### src/rtl/list_sum_pkg.sv
// Shared definitions for the list_sum sequencer: controller state encoding.
package list_sum_pkg;

    localparam int STATE_W = 2;

    typedef enum logic [STATE_W-1:0] {
        S_IDLE = 2'd0,
        S_RD   = 2'd1,
        S_ADD  = 2'd2,
        S_DONE = 2'd3
    } state_t;

endpackage

### src/rtl/list_sum_fsm.sv
// Controller for list_sum: turns start/len_zero/cnt_one into load enables
// for the datapath registers plus the busy/done status outputs.
//
// Handshake: start is a request level sampled only in IDLE (no ready signal;
// busy=1 means requests are being ignored, never queued); done is a single
// cycle pulse marking the cycle in which the datapath result is final.
module list_sum_fsm
    import list_sum_pkg::*;
(
    input  logic               clk,
    input  logic               rst,
    input  logic               start,
    input  logic               len_zero,
    input  logic               cnt_one,
    output logic               clr,
    output logic               ld_sum,
    output logic               ld_addr,
    output logic               ld_cnt,
    output logic               busy,
    output logic               done,
    output logic [STATE_W-1:0] state
);

    state_t cur, nxt;

    assign state = cur;

    // State register; reset returns to IDLE regardless of start.
    always_ff @(posedge clk) begin
        if (rst) cur <= S_IDLE;
        else     cur <= nxt;
    end

    // Next-state and enable decode; clr and ld_cnt together mean "load len".
    always_comb begin
        nxt     = cur;
        clr     = 1'b0;
        ld_sum  = 1'b0;
        ld_addr = 1'b0;
        ld_cnt  = 1'b0;
        busy    = (cur != S_IDLE);
        done    = 1'b0;
        case (cur)
            S_IDLE: begin
                if (start) begin
                    clr    = 1'b1;
                    ld_cnt = 1'b1;
                    nxt    = len_zero ? S_DONE : S_RD;
                end
            end
            S_RD: begin
                nxt = S_ADD;
            end
            S_ADD: begin
                ld_sum  = 1'b1;
                ld_addr = 1'b1;
                ld_cnt  = 1'b1;
                nxt     = cnt_one ? S_DONE : S_RD;
            end
            S_DONE: begin
                done = 1'b1;
                nxt  = S_IDLE;
            end
            default: nxt = S_IDLE;
        endcase
    end

endmodule

### src/rtl/list_sum.sv
// list_sum: sums len words from a synchronous-read memory starting at 0.
// The top holds the load-enable datapath; list_sum_fsm sequences it.
module list_sum
    import list_sum_pkg::*;
#(
    parameter int WIDTH  = 8,
    parameter int ADDR_W = 4
) (
    input  logic               clk,
    input  logic               rst,
    input  logic               start,
    input  logic [ADDR_W:0]    len,
    output logic [ADDR_W-1:0]  mem_addr,
    input  logic [WIDTH-1:0]   mem_data,
    output logic [WIDTH-1:0]   sum,
    output logic               overflow,
    output logic               busy,
    output logic               done,
    output logic [STATE_W-1:0] dbg_state
);

    logic              clr, ld_sum, ld_addr, ld_cnt;
    logic              len_zero, cnt_one;
    logic [ADDR_W-1:0] addr;
    logic [ADDR_W:0]   cnt;
    logic [WIDTH:0]    add_res;

    assign len_zero = (len == '0);
    assign cnt_one  = (cnt == {{ADDR_W{1'b0}}, 1'b1});
    assign add_res  = {1'b0, sum} + {1'b0, mem_data};
    assign mem_addr = addr;

    list_sum_fsm u_fsm (
        .clk     (clk),
        .rst     (rst),
        .start   (start),
        .len_zero(len_zero),
        .cnt_one (cnt_one),
        .clr     (clr),
        .ld_sum  (ld_sum),
        .ld_addr (ld_addr),
        .ld_cnt  (ld_cnt),
        .busy    (busy),
        .done    (done),
        .state   (dbg_state)
    );

    // Accumulator and sticky carry: cleared on a new request, loaded in ADD.
    always_ff @(posedge clk) begin
        if (rst || clr) begin
            sum      <= '0;
            overflow <= 1'b0;
        end else if (ld_sum) begin
            sum      <= add_res[WIDTH-1:0];
            overflow <= overflow | add_res[WIDTH];
        end
    end

    // Address register: zeroed on a new request, stepped (and wrapping) in ADD.
    always_ff @(posedge clk) begin
        if (rst || clr) addr <= '0;
        else if (ld_addr) addr <= addr + 1'b1;
    end

    // Remaining-word counter: takes len on a new request, counts down in ADD.
    always_ff @(posedge clk) begin
        if (rst)         cnt <= '0;
        else if (ld_cnt) cnt <= clr ? len : cnt - 1'b1;
    end

endmodule
### config.mk
export PLATFORM = sky130hd
export DESIGN_NAME = list_sum
export DESIGN_NICKNAME = d
export VERILOG_FILES = /design/src/rtl/list_sum_pkg.sv /design/src/rtl/list_sum_fsm.sv /design/src/rtl/list_sum.sv
export SDC_FILE = /design/constraint.sdc
export NUM_CORES = 1
export LEC_CHECK = 0
export CAP_MARGIN = 30
export CORE_MARGIN = 8
export CORE_UTILIZATION = 43
export CTS_CLUSTER_DIAMETER = 80
export DETAILED_ROUTE_END_ITERATION = 10
export PLACE_DENSITY = 0.73
export SLEW_MARGIN = 20
export SYNTH_ARGS = -nofsm -noshare
export SYNTH_HDL_FRONTEND = slang
export SYNTH_SLANG_ARGS = --single-unit
### constraint.sdc
create_clock -name clk -period 2.1 [get_ports clk]
set_clock_uncertainty 0.2 [all_clocks]
set_input_delay 0.42 -clock clk [delete_from_list [all_inputs] [get_ports clk]]
set_output_delay 0.42 -clock clk [all_outputs]
set_load 0.02 [all_outputs]
### After elaboration in Yosys (flattened, before gate mapping)

Cells that the tools add are included.
Widths: inputs -> output; s select.

* add/subtract/negate cells: 3
* equal/unequal tests: 5
* reduce and logical (&&, ||, !) cells: 4
* bitwise gates (word level): 1
* multiplexer cells: 10

Operators with widths (count)
* $add 8x8->9: 1
* $pmux 2 s4: 1
* $mux 2: 3
* $eq 5x1->1 const B: 1
* $logic_not 5->1: 1
* $mux 5: 1
* $sub 5x1->5 const B: 1
* $add 4x1->4 const B: 1
* $eq 2x2->1 const B: 2
* $mux 1: 4
* $eq 2x1->1 const B: 1
* $logic_not 2->1: 1
* $ne 2x2->1 const B: 1
* $pmux 1 s2: 1
* $reduce_bool 2->1: 1
* $logic_or 1x1->1: 1
* $or 1x1->1: 1

* input port bits: 16
* bits in registers: 20
* output and inout port bits: 17

### Depth between registers and ports, before layout

Gate-level depths: netlist (run 1).

* word-level depth: 4
* gate-level depth with buffers: 8

### By module

Synthesis (run 1) repeated with hierarchy kept, for this count alone.

* cell total of the unflattened synthesis: 145
* area total of the unflattened synthesis: 1234.9 um^2

By module, submodules not included
* list_sum: times used 1, area each 1116.1 um^2, sequential area each 360.3 um^2, cells each 131
* list_sum_fsm: times used 1, area each 118.9 um^2, sequential area each 40.0 um^2, cells each 14

### Least setup slack after synthesis (run 1)

No wires, ideal clock.

* kind: reg2reg
* start point: register sum[0]
* end point: register sum[6]
* path slack: -0.138 ns
* arrival time: 1.976 ns
* path buffers: 0
* data required time: 1.838 ns
* stages on the path, launching flop included: 9
* period minus slack after synthesis: 2.238 ns
* cell sequence: dfxtp_1 > ha_1 > inv_1 > fa_1 > nand2b_1 > a21oi_1 > o21ai_1 > or4_1 > nand3_1

* word-level cells in the longest chain between the ends: 1

RTL lines
* from (decl): line list_sum.sv:15 `output logic [WIDTH-1:0] sum,`
* from (signal assigned): line list_sum.sv:54 `sum <= add_res[WIDTH-1:0];`
* $add 8x8->9: line list_sum.sv:30 `assign add_res = {1'b0, sum} + {1'b0, mem_data};`

Every way passes these cells.
A chain may end at the register's enable or synchronous reset.

### Final worst setup path (run 1)

* start point: input port mem_data[6]
* end point: register sum[7]

* word-level cells in the longest chain between the ends: 1

RTL lines
* from (decl): line list_sum.sv:14 `input logic [WIDTH-1:0] mem_data,`
* $add 8x8->9: line list_sum.sv:30

Every way passes these cells.

==> results of run 1 <==
layout make-up:
type	instances	area (µm²)
fillers	234	938
multi-input cells	126	830
repair buffers	54	484
flip-flops and latches	20	404
well taps	31	38.8
inverters	9	33.8
clock inverters	1	30.0
clock buffers	3	22.5
worst paths after layout:
path / from / end / slack (ns)
min: sum[3] / sum[3] / 0.29
max reg2reg: sum[0] / sum[6] / 0.10
min reg2reg: sum[3] / sum[3] / 0.29
max: mem_data[6] / sum[7] / 0.08
cells by family after synthesis:
| family | share of synthesized area |
|---|---|
| simple gates | 0.271 |
| compound gates | 0.191 |
| flops | 0.316 |
| buf+inv | 0.0612 |
| fa+ha+maj | 0.124 |
| xor+xnor | 0.0207 |
| mux | 0.0158 |
through the flow:
step / utilization / hold slack, ns / setup slack, ns
finish: 0.663 / 0.286 / 0.0837
global route: 0.663 / 0.318 / 0.00613
CTS: 0.656 / 0.293 / -0.0576
detailed placement: 0.623 / 0.265 / -0.494
floorplan: - / 0.281 / 0.0384
global placement: 0.623 / 0.257 / -0.432
layout by cell type (no fill, tap or decap), types with 2 or more instances in the layout:
cell	count
a211oi_1	4
a21o_1	2
a21oi_1	15
a32oi_1	2
buf_4	22
clkbuf_4	3
clkdlybuf4s50_1	28
dfxtp_1	17
dfxtp_2	3
dlygate4sd2_1	3
ha_1	10
inv_1	8
mux2i_1	2
nand2_1	10
nand2b_1	5
nand3_1	4
nor2_1	22
nor2b_1	2
nor3_1	9
nor3b_1	3
nor4b_1	2
o21ai_0	7
or3_1	2
or4_1	2
xor2_1	2
synthesized netlist by cell type, drive strengths merged (2+ instances only):
master,n
a21o,2
o21ai,9
nand2,11
nor3,9
dfxtp,20
nor4b,2
or4,2
xor2,2
mux2i,2
nand3,4
buf,6
nor2,23
inv,9
a21oi,16
and2,2
nor2b,2
a211oi,4
nand2b,6
nor3b,3
a32oi,2
or3,2
ha,11
clkbuf,3
report_power, final:
part / switching [mW] / total (mW) / internal (mW)
Combinational: 0.108 / 0.216 / 0.108
Clock: 0.125 / 0.317 / 0.193
Sequential: 0.0165 / 0.413 / 0.397
sequential cells by signal, summed over array words and instances, names as in the netlist:
register / cells
overflow: 1
u_fsm.state: 2
mem_addr: 4
cnt: 5
sum: 8
worst min-delay path: cells and delay by family (launching register included):
family | cells | cell delay, ns
simple gates | 1 | 0.06
compound gates | 1 | 0.05
flops | 1 | 0.34
repair_timing:
action                                  CTS  global route
endpoints found under the setup margin    4             3
buffers inserted                          4             0
pin swaps                                 6             6
resized for setup                         7             5
per-layer routing:
| layer | routed length [µm] | part of all wire | vias to the layer above |
|---|---|---|---|
| li1 | - | - | 675 |
| met5 | 0 | 0 | - |
| met4 | 27 | 0.0083 | 0 |
| met3 | 169 | 0.052 | 4 |
| met1 | 1450 | 0.44 | 593 |
| met2 | 1620 | 0.50 | 31 |
==> run metrics, run 1 <==
status finished clean; largest net degree at the start of global routing 16; Post-DP Area 1730 µm²; Worst Setup End Kind flip-flop; Worst Reg2Reg Path Length in Cells 11; Post-CTS Hold Buffers 0; GR Overflow Total 0; # DRC 0; post-route ant nets 0; row count 19; drt first pass iters 4; vias in the first global route 1283; Peak VDD IR 0.000514 V; Post-Syn Instances 164; Crit Path Class input port to flip-flop; clock buffer depth 2; hold-critical path depth 2; GRT met2 Usage 0.235; Power per Cell Area 513 nW/µm²; vias 1303; Leak 0.771 nW; Synth async-reset ratio 0; Worst Path Required 2.11 ns; max-slew violations 0; Slowest-stage cell, CP or4_1; Seq/Total Area, Yosys 0.316; count of different cell masters after synthesis 41; Max Cap Violations 0; Post-Syn Area 1270 µm²; gr busiest metal met2; top-area cell type share of the netlist area 0.316; CTS tree built; yosys warns 0; Worst Setup Start Kind input port; Post-Syn Area per Cell 7.73 µm²; final instance area 1840 µm²; Critical Path, Cell by Cell clkdlybuf4s50_1 -> ha_1 -> or4_1 -> o22ai_1 -> mux2i_1 -> nand2_1; Root Buffer clkbuf_4; dominant synthesized flop cell dfxtp_1; Final Routed Wirelength 3270 µm; I/O Buffers 32; post-synth top area cell dfxtp_1; Worst-Skew Late Latency 0.30 ns; met3 Use GR 0.0325; unrepaired setup endpoints after global routing false; syn nets 192; DR vias/cell 5.34; Die X 70.3 µm; register bit total from synthesis 20; DRT iter0 DRCs 46; Worst Tran Pin Value 0.637 ns; Post-synth EDFFs 0; clock transition at the registers of the reported paths 0.12 ns; area delta synth->final 45.4%; drt wl/cell 13.4 µm; Hold WC Path Type flip-flop to flip-flop; final worst-path cycle share 0.960; CP top delay family simple AND/OR/NAND/NOR gates; endpoints failing setup 0; Final #Nets 242; initial antenna violation count 0; CTS H-Tree Depth 1; Tot GR Track Use 0.131; CTS Buf Count 3; Total Power 0.946 mW; Die Ht 70.3 µm; I/O pins 33; # clock sinks 20; die area 4940 µm²; crit-path max FO 2; global-route wire length before repair 5660 µm; Placeable Area 2780 µm²; Fin Setup TNS 0 ns; diode count 0; Initial Util 0.456; dpl cells 236; GRT met1 Usage 0.149; layout cells sized above 1 0.174; headroom to the max-slew limit 0.575; Buf/Inv on CP 1; Crit path largest cell delay 0.52 ns; top cells by area, synth dfxtp_1 32%, ha_1 11%, nor2_1 6.5%; Worst path depth 6; Final GP Congestion 0.856; Worst Path Arrival 2.03 ns; HPWL after detailed placement 2540 µm; Hold Vio Cnt, Final 0; fmax 496 MHz; post-route minimum period 2.02 ns; Post-Layout Cell Count 244
(Power assumes the default switching activity.)
==> run 2, diff against run 1 <==
- GPL_ROUTABILITY_DRIVEN: default -> 1
==> results of run 2 <==
The final DEF is identical to that of run 1; final timing and power are the same.
